<file path="src/rtl/radix4_booth_seq_param.sv">
// Sequential radix-4 Booth multiplier that retires one digit per clock.
// Each transaction selects signed or unsigned operands, with valid/ready handshakes on both sides.
module radix4_booth_seq_param #(
  parameter int WIDTH = 32
) (
  input  logic               clk,
  input  logic               reset_n,
  input  logic               in_valid,
  output logic               in_ready,
  input  logic [WIDTH-1:0]   a,
  input  logic [WIDTH-1:0]   b,
  input  logic               is_signed,
  output logic               out_valid,
  input  logic               out_ready,
  output logic [2*WIDTH-1:0] result,
  output logic               busy
);

  // state | meaning
  // IDLE  | waiting for operands, in_ready high
  // CALC  | adding one Booth partial product per cycle
  // DONE  | product held on result until out_ready

  localparam int NDIG = WIDTH / 2 + 1;
  localparam int AW   = 2 * WIDTH + 2;
  localparam int MW   = WIDTH + 3;
  localparam int CW   = $clog2(NDIG + 1);
  localparam logic [CW-1:0] LAST_DIG = CW'(NDIG - 1);

  if ((WIDTH < 4) || (WIDTH % 2 != 0)) begin : g_bad_width
    $error("radix4_booth_seq_param: WIDTH must be even and >= 4");
  end

  typedef enum logic [1:0] {IDLE, CALC, DONE} state_t;

  state_t        state, state_next;
  logic [AW-1:0] mcand;
  logic [AW-1:0] acc;
  logic [AW-1:0] pp;
  logic [AW-1:0] acc_next;
  logic [AW-1:0] mcand_x2;
  logic [MW-1:0] mplier;
  logic [CW-1:0] cnt;
  logic          accept;
  logic          last_dig;

  assign in_ready = (state == IDLE);
  assign busy     = (state != IDLE);
  assign accept   = in_valid && in_ready;
  assign last_dig = (state == CALC) && (cnt == LAST_DIG);

  always_ff @(posedge clk or negedge reset_n) begin
    if (!reset_n) state <= IDLE;
    else          state <= state_next;
  end

  always_comb begin
    state_next = state;
    case (state)
      IDLE:    if (accept) state_next = CALC;
      CALC:    if (cnt == LAST_DIG) state_next = DONE;
      DONE:    if (out_ready) state_next = IDLE;
      default: state_next = IDLE;
    endcase
  end

  // Negation happens at the full accumulator width, so -2*min_signed stays exact.
  assign mcand_x2 = {mcand[AW-2:0], 1'b0};

  always_comb begin
    pp = '0;
    case (mplier[2:0])
      3'b001, 3'b010: pp = mcand;
      3'b011:         pp = mcand_x2;
      3'b100:         pp = -mcand_x2;
      3'b101, 3'b110: pp = -mcand;
      default:        pp = '0;
    endcase
  end

  assign acc_next = acc + pp;

  // Multiplicand walks left and multiplier walks right, so digit i is always mplier[2:0].
  always_ff @(posedge clk or negedge reset_n) begin
    if (!reset_n) begin
      mcand     <= '0;
      mplier    <= '0;
      acc       <= '0;
      cnt       <= '0;
      result    <= '0;
      out_valid <= 1'b0;
    end else begin
      case (state)
        IDLE: begin
          if (accept) begin
            mcand  <= {{(WIDTH+2){is_signed & a[WIDTH-1]}}, a};
            mplier <= {{2{is_signed & b[WIDTH-1]}}, b, 1'b0};
            acc    <= '0;
            cnt    <= '0;
          end
        end
        CALC: begin
          acc    <= acc_next;
          mcand  <= {mcand[AW-3:0], 2'b00};
          mplier <= {2'b00, mplier[MW-1:2]};
          cnt    <= cnt + CW'(1);
          if (last_dig) begin
            result    <= acc_next[2*WIDTH-1:0];
            out_valid <= 1'b1;
          end
        end
        DONE: begin
          if (out_ready) out_valid <= 1'b0;
        end
        default: out_valid <= 1'b0;
      endcase
    end
  end

endmodule

</file>
<file path="config.mk">
export PLATFORM = sky130hd
export DESIGN_NAME = radix4_booth_seq_param
export DESIGN_NICKNAME = d
export VERILOG_FILES = /design/src/rtl/radix4_booth_seq_param.sv
export SDC_FILE = /design/constraint.sdc
export NUM_CORES = 1
export LEC_CHECK = 0
export ABC_AREA = 1
export CORE_MARGIN = 2
export CORE_UTILIZATION = 45
export CTS_CLUSTER_SIZE = 30
export DETAILED_ROUTE_END_ITERATION = 7
export GPL_TIMING_DRIVEN = 0
export RECOVER_POWER = 50
export SYNTH_ARGS = -nofsm -noshare
export SYNTH_HDL_FRONTEND = slang
export SYNTH_SLANG_ARGS = --single-unit
</file>
<file path="constraint.sdc">
create_clock -name clk -period 4.2 [get_ports clk]
set_input_delay 0.84 -clock clk [delete_from_list [all_inputs] [get_ports clk]]
set_output_delay 0.84 -clock clk [all_outputs]
set_load 0.02 [all_outputs]
</file>
==> flow_metrics.py, run 1 <==
metrics = {
    "min_path": {
        "hold_path_class": "flop to flop",
    },
    "timing": {
        "skew_ns": 0.0196,
        "period_needed_ns": 4.13,
        "hold_viol": 0,
        "finalSetupViolations": 0,
        "slew_headroom": -0.350,
        "fmax_mhz": 242,
        "rsz0062_at_grt": "true",
        "fin_crit_sh": 0.984,
        "drv_slew": 80,
        "worstMarginPinSlew_ns": 2.02,
    },
    "floorplan": {
        "die_h_um": 198,
        "start_util": 0.459,
        "io_pins": 136,
        "num_rows": 70,
        "core_area_sq_mm": 0.0368,
        "dieArea_sq_mm": 0.0391,
        "dieWidth_um": 198,
    },
    "yosys": {
        "avgSynthCellArea_sq_um": 7.06,
        "synth_cell_types": 52,
        "synth_common_cells": "677 x nand2_1, 251 x nor2_1, 239 x inv_1",
        "yosysSeqAreaShare": 0.346,
        "syn_inst": 2395,
        "synthTopCellsByArea": "dfrtp_1 35%, nand2_1 15%, nor2_1 5.6%",
        "yosysMostFrequentCell": "nand2_1",
        "syn_nets": 2531,
        "synthFlopType": "dfrtp_1",
        "synth_top_area_frac": 0.346,
        "yosysTopAreaCell": "dfrtp_1",
        "ys_warn_count": 0,
        "synth-edff-count": 0,
        "syn-cell-area_sq_mm": 0.0169,
        "synthArstFlopShare": 1.00,
        "ys_ff_latch": 234,
    },
    "clock_network": {
        "cts_root_buf": "clkbuf_16",
        "cts_sinks": 234,
        "cts_tree": "done",
        "hold_buffers": 0,
        "cts_max_path_buffers": 3,
        "clk_latency_ns": 0.57,
        "cts.clk_slew.worst_paths_ns": 0.06,
        "cts_buffers": 29,
        "h-tree-depth": 1,
    },
    "global_route": {
        "use_met2": 0.545,
        "grt_pass1_wl_um": 100000,
        "grt-ovfl-total": 0,
        "grt.met1_usage": 0.476,
        "grt_usage": 0.341,
        "antenna_found_initial": 1,
        "grt_max_degree": 81,
        "met3_usage": 0.0388,
        "grt_busiest_layer": "met2",
        "grt_pass1_vias": 17046,
    },
    "cells_and_area": {
        "final_util": 0.571,
        "num-fill-cells": 3598,
        "area_delta_synth_final_pct": 24.2,
        "final_nets": 2741,
        "drive_gt1_frac": 0.123,
        "diodes": 0,
    },
    "critical_path": {
        "cp-start-kind": "flop",
        "crit_type": "flop to flop",
        "r2r_end": "acc[62]$_DFFE_PN0P_",
        "cp-startpoint": "mcand[11]$_DFFE_PN0P_",
        "crit_path_end": "acc[62]$_DFFE_PN0P_",
        "crit_path_end_kind": "flop",
        "r2r_slack_ns": 0.07,
        "arrival_ns": 4.63,
        "path_max_fanout": 6,
        "reg2reg_from": "mcand[11]$_DFFE_PN0P_",
        "required_ns": 4.70,
        "ff2ff_path_depth": 22,
    },
    "run": {
        "cap_violations": 1,
    },
    "drt": {
        "wl_per_cell_um": 21.8,
        "drt_pre_antenna_iters": 6,
        "wl_um": 67500,
        "vias": 17977,
        "drc": 0,
        "detail-route-antenna-nets": 0,
        "viasPerCell": 5.81,
        "drt_iter0_drc": 1614,
    },
    "outcome": {
        "violations": "capacitance limit, slew limit",
        "run_status": "finished with violations",
    },
    "placed_design": {
        "dp_hpwl_um": 53300,
        "port_buffers": 135,
        "gp_congestion": 1.06,
    },
}
==> sequential cells by signal, summed over array words and instances, names as in the netlist <==
register,cells
acc,64
mcand,64
result,64
mplier,34
cnt,5
state,2
out_valid,1
==> worst min path at each step <==
stage                      startpoint                     end  slack, ns  cells past startpoint
2_1_floorplan      cnt[4]$_DFFE_PN0P_      cnt[4]$_DFFE_PN0P_       0.45                      1
3_3_place_gp    result[0]$_DFFE_PN0P_   result[0]$_DFFE_PN0P_       0.46                      2
3_5_place_dp   result[39]$_DFFE_PN0P_  result[39]$_DFFE_PN0P_       0.46                      2
4_1_cts                       reset_n  result[14]$_DFFE_PN0P_       0.26                      1
5_1_grt        result[33]$_DFFE_PN0P_  result[33]$_DFFE_PN0P_       0.50                      2
6_report       result[43]$_DFFE_PN0P_  result[43]$_DFFE_PN0P_       0.48                      2
==> cells in the final DEF, fill, tap and decap left out, types with 8 or more instances in the layout <==
master / instances
or2_2: 8
nand3b_1: 30
ha_1: 43
nor3_2: 11
o211ai_1: 9
a22oi_1: 21
a22o_1: 17
nor2_2: 39
nand4_1: 24
xor2_1: 66
clkdlybuf4s50_1: 133
inv_2: 15
o21ai_2: 9
o22ai_1: 37
dfrtp_1: 231
clkbuf_16: 29
o2111ai_1: 12
nor2_4: 19
o21ai_1: 27
ha_4: 19
a21oi_2: 16
a21oi_1: 103
buf_4: 43
inv_1: 239
o21bai_1: 12
nand2_1: 666
nand2_2: 15
xnor2_1: 8
clkbuf_1: 56
nor3_1: 8
nor2_1: 208
o221ai_1: 60
o21ai_0: 87
nand2_4: 8
nand3_1: 160
buf_1: 9
buf_2: 11
==> metal layers <==
metal / vias up / wire [um]
met1: 8631 / 29700
li1: 8444 / -
met3: 138 / 4700
met4: 2 / 2740
met5: - / 11
met2: 762 / 30300
==> logic make-up after synthesis <==
kind of cell	after synthesis	synth area share
and+or+nand+nor	1225	0.317
AOI/OAI and AO/OA	449	0.169
buffers and inverters	341	0.0768
DFF	234	0.346
xor gates and xnor gates	78	0.0404
adders and majority gates	67	0.0500
muxes	1	0.000592
==> area by class of cell <==
class                   count  area (sq um)  area share
plain buffers              82           350      0.0167
clock inverters            19           198     0.00942
inverters                 259           975      0.0464
repair buffers            179          1710      0.0814
multi-input cells        1820         10600       0.503
clock buffers              34           754      0.0359
flip-flops and latches    234          5860       0.279
well taps                 468           586      0.0279
==> per-stage QoR <==
step	TNS (ns)	instance area [sq um]	hold slack (ns)	worst slack, ns	instances
5_1_grt	-0.416	21000	0.496	-0.0662	3095
6_report	0	21000	0.476	0.0661	3095
2_1_floorplan	0	16900	0.446	0.947	2395
3_3_place_gp	-1822.26	18800	0.459	-7.71	2998
4_1_cts	0	20000	0.261	0.00286	3063
3_5_place_dp	-24.81	18900	0.465	-0.536	3000
==> critical path: stages, from the launching register on <==
cell      delay [ns]
dfrtp_2         0.46
nor2_2          0.14
nand2_1         0.13
nor2_4          0.15
nand2_4         0.11
nor2_4          0.21
nand2_4         0.10
nor2_8          0.20
buf_4           0.14
nand3_1         0.07
nor2_1          0.13
nand3b_1        0.12
nand4_1         0.26
ha_4            0.34
a21oi_1         0.24
o21ai_0         0.19
a21oi_1         0.26
o21ai_1         0.13
a21oi_2         0.21
nand2_1         0.08
nand2_1         0.11
nand3_2         0.14
nand2_1         0.13
==> repair_timing <==
item                       4_1_cts  5_1_grt
setup endpoints to repair      100       90
pin swaps                        7       48
buffers inserted                10       32
resized for setup               34      186
Power of run 1 is left out: the tool's default activity adds up to more than one toggle a clock period on the data nets, which glitch-free logic cannot reach.
==> run 2, diff against run 1 <==
--- a/config.mk
+++ b/config.mk
@@ -6,11 +6,13 @@
 export NUM_CORES = 1
 export LEC_CHECK = 0
 export ABC_AREA = 1
+export CORE_ASPECT_RATIO = 0.7
 export CORE_MARGIN = 2
 export CORE_UTILIZATION = 45
-export CTS_CLUSTER_SIZE = 30
+export CTS_CLUSTER_SIZE = 20
 export DETAILED_ROUTE_END_ITERATION = 7
 export GPL_TIMING_DRIVEN = 0
+export PLACE_DENSITY = 0.67
 export RECOVER_POWER = 50
 export SYNTH_ARGS = -nofsm -noshare
 export SYNTH_HDL_FRONTEND = slang
==> constraint.sdc (replaced) <==
create_clock -name clk -period 3.4 [get_ports clk]
set_input_delay 0.68 -clock clk [delete_from_list [all_inputs] [get_ports clk]]
set_output_delay 0.68 -clock clk [all_outputs]
set_load 0.02 [all_outputs]
==> flow_metrics.py, run 2 (synthesis results as in run 1) <==
metrics = {
    "outcome": {
        "run_status": "finished with violations",
        "violations": "capacitance limit, slew limit, setup timing",
    },
    "floorplan": {
        "io_pins": 136,
        "dieWidth_um": 236,
        "num_rows": 59,
        "core_area_sq_mm": 0.0371,
        "dieArea_sq_mm": 0.0391,
        "die_h_um": 166,
        "start_util": 0.456,
    },
    "critical_path": {
        "cpMaxStageDelayCell": "ha_4",
        "cp-start-kind": "flop",
        "slowest_delay_ns": 0.44,
        "r2r_end": "acc[54]$_DFFE_PN0P_",
        "crit_path_end_kind": "flop",
        "crit_path_cell_trace": "inv_2, ha_4, nand3_4, nor2_4, nand2_4, nor3_4, buf_4, xor2_4, o211ai_1, ha_4, nand2_4, nor2_2, inv_2, nor2_2, nand3_1, o21ai_4, nand2_2, nand2_1, nand2_1, nand3_1, nand2_1",
        "arrival_ns": 4.46,
        "ff2ff_path_depth": 21,
        "reg2reg_from": "mcand[0]$_DFFE_PN0P_",
        "path_max_fanout": 4,
        "required_ns": 3.84,
        "cpMostUsedCell": "nand2_1",
        "crit_type": "flop to flop",
        "r2r_slack_ns": -0.62,
    },
    "timing": {
        "fin_crit_sh": 1.18,
        "worstMarginPinSlew_ns": 3.10,
        "slew_headroom": -1.06,
        "finalSetupViolations": 101,
        "hold_slack_ns": 0.471,
        "period_needed_ns": 4.02,
        "fin_ws_ns": -0.616,
        "hold_viol": 0,
        "fin_tns_setup_ns": -41.64,
        "rsz0062_at_grt": "true",
        "fmax_mhz": 249,
        "skew_ns": 0.0391,
        "drv_slew": 117,
    },
    "min_path": {
        "hold_depth": 2,
        "hold_path_class": "flop to flop",
        "min_to": "result[44]$_DFFE_PN0P_",
        "hold_start": "result[44]$_DFFE_PN0P_",
    },
    "drt": {
        "detail-route-antenna-nets": 0,
        "vias": 19131,
        "drc": 0,
        "wl_per_cell_um": 23.5,
        "drt_pre_antenna_iters": 6,
        "drt_iter0_drc": 2050,
        "viasPerCell": 5.98,
        "wl_um": 75200,
    },
    "placed_design": {
        "dp.cells": 3019,
        "placed_area_sq_mm": 0.0189,
        "port_buffers": 135,
        "gp_congestion": 1.01,
        "dp_hpwl_um": 55800,
    },
    "clock_network": {
        "cts_root_buf": "clkbuf_16",
        "cts_sinks": 234,
        "cts_buffers": 25,
        "cts_tree": "done",
        "h-tree-depth": 1,
        "cts_max_path_buffers": 3,
        "hold_buffers": 0,
        "cts.clk_slew.worst_paths_ns": 0.07,
        "clk_latency_ns": 0.59,
    },
    "cells_and_area": {
        "mostFrequentLayoutCell": "nand2_1",
        "final_area_sq_mm": 0.0246,
        "final_cells": 3201,
        "area_delta_synth_final_pct": 45.7,
        "final-seq-area_sq_mm": 0.00587,
        "largestRegisters": "acc (64), mcand (64), result (64)",
        "num-fill-cells": 3147,
        "final_cell_mix": "579 x nand2_1, 219 x dfrtp_1, 185 x inv_1, 134 x clkdlybuf4s50_1, 130 x nand3_1",
        "drive_gt1_frac": 0.316,
        "final_nets": 2829,
        "multiInputGateArea_sq_mm": 0.0133,
    },
    "global_route": {
        "grt_pass1_vias": 17871,
        "grt-ovfl-total": 0,
        "grt_pass1_wl_um": 109000,
        "antenna_found_initial": 0,
        "grt_usage": 0.366,
        "grt_max_degree": 119,
    },
    "run": {
        "cap_violations": 1,
    },
}
[run 2: cell types whose count changed in the layout (fill, tap and decap cells not counted), moves of 30 or more]
cell / previous run / this run
buf_4: 43 / 123
nor2_1: 208 / 126
nand2_1: 666 / 579
a21oi_2: 16 / 51
nand3_1: 160 / 130
inv_1: 239 / 185
nor2_4: 19 / 81
inv_2: 15 / 67
nand2_2: 15 / 69
a21oi_1: 103 / 47
[run 2: worst max path at each step]
stage	start	to	slack (ns)
floorplan	mcand[0]$_DFFE_PN0P_	acc[63]$_DFFE_PN0P_	0.15
global placement	reset_n	mcand[52]$_DFFE_PN0P_	-8.36
detailed placement	mplier[1]$_DFFE_PN0P_	result[35]$_DFFE_PN0P_	-1.36
CTS	mcand[0]$_DFFE_PN0P_	result[63]$_DFFE_PN0P_	-0.43
global route	mcand[0]$_DFFE_PN0P_	result[43]$_DFFE_PN0P_	-0.73
finish	mcand[0]$_DFFE_PN0P_	acc[54]$_DFFE_PN0P_	-0.62
[run 2: critical path: cells and delay by family (launching register included)]
| kind | cells | cell delay, ns |
|---|---|---|
| AOI/OAI and AO/OA | 2 | 0.61 |
| and+or+nand+nor | 13 | 1.63 |
| xor gates and xnor gates | 1 | 0.20 |
| adders and majority gates | 2 | 0.61 |
| DFF | 1 | 0.40 |
| buffers and inverters | 3 | 0.38 |
[run 2: cell type report]
cell class | instances | area share
Multi-Input combinational cell | 1820 | 0.541
Timing Repair Buffer | 271 | 0.102
Clock inverter | 11 | 0.00788
Clock buffer | 35 | 0.0306
Sequential cell | 234 | 0.239
Tap cell | 488 | 0.0248
Antenna cell | 1 | 0.000102
Buffer | 82 | 0.0156
Inverter | 259 | 0.0399
[run 2: per-layer routing]
metal  GRT usage  vias up  share of wire
met1       0.553     9288           0.44
met2       0.512     1049           0.41
met3      0.0926      174           0.11
met5           0        -              0
li1            -     8620              -
met4       0.104        0          0.032
[run 2: metrics by stage]
step	utilization	setup slack, ns
after floorplan	-	0.147
after global placement	0.509	-8.36
after detailed placement	0.510	-1.36
after CTS	0.606	-0.425
after global routing	0.664	-0.733
final	0.664	-0.616
[run 2: what timing repair did]
action                                  in CTS  in global routing
buffers inserted                            84                 54
endpoints found under the setup margin     122                113
pin swaps                                  159                149
resized for setup                          493                412
Power of run 2 is left out for the same reason.
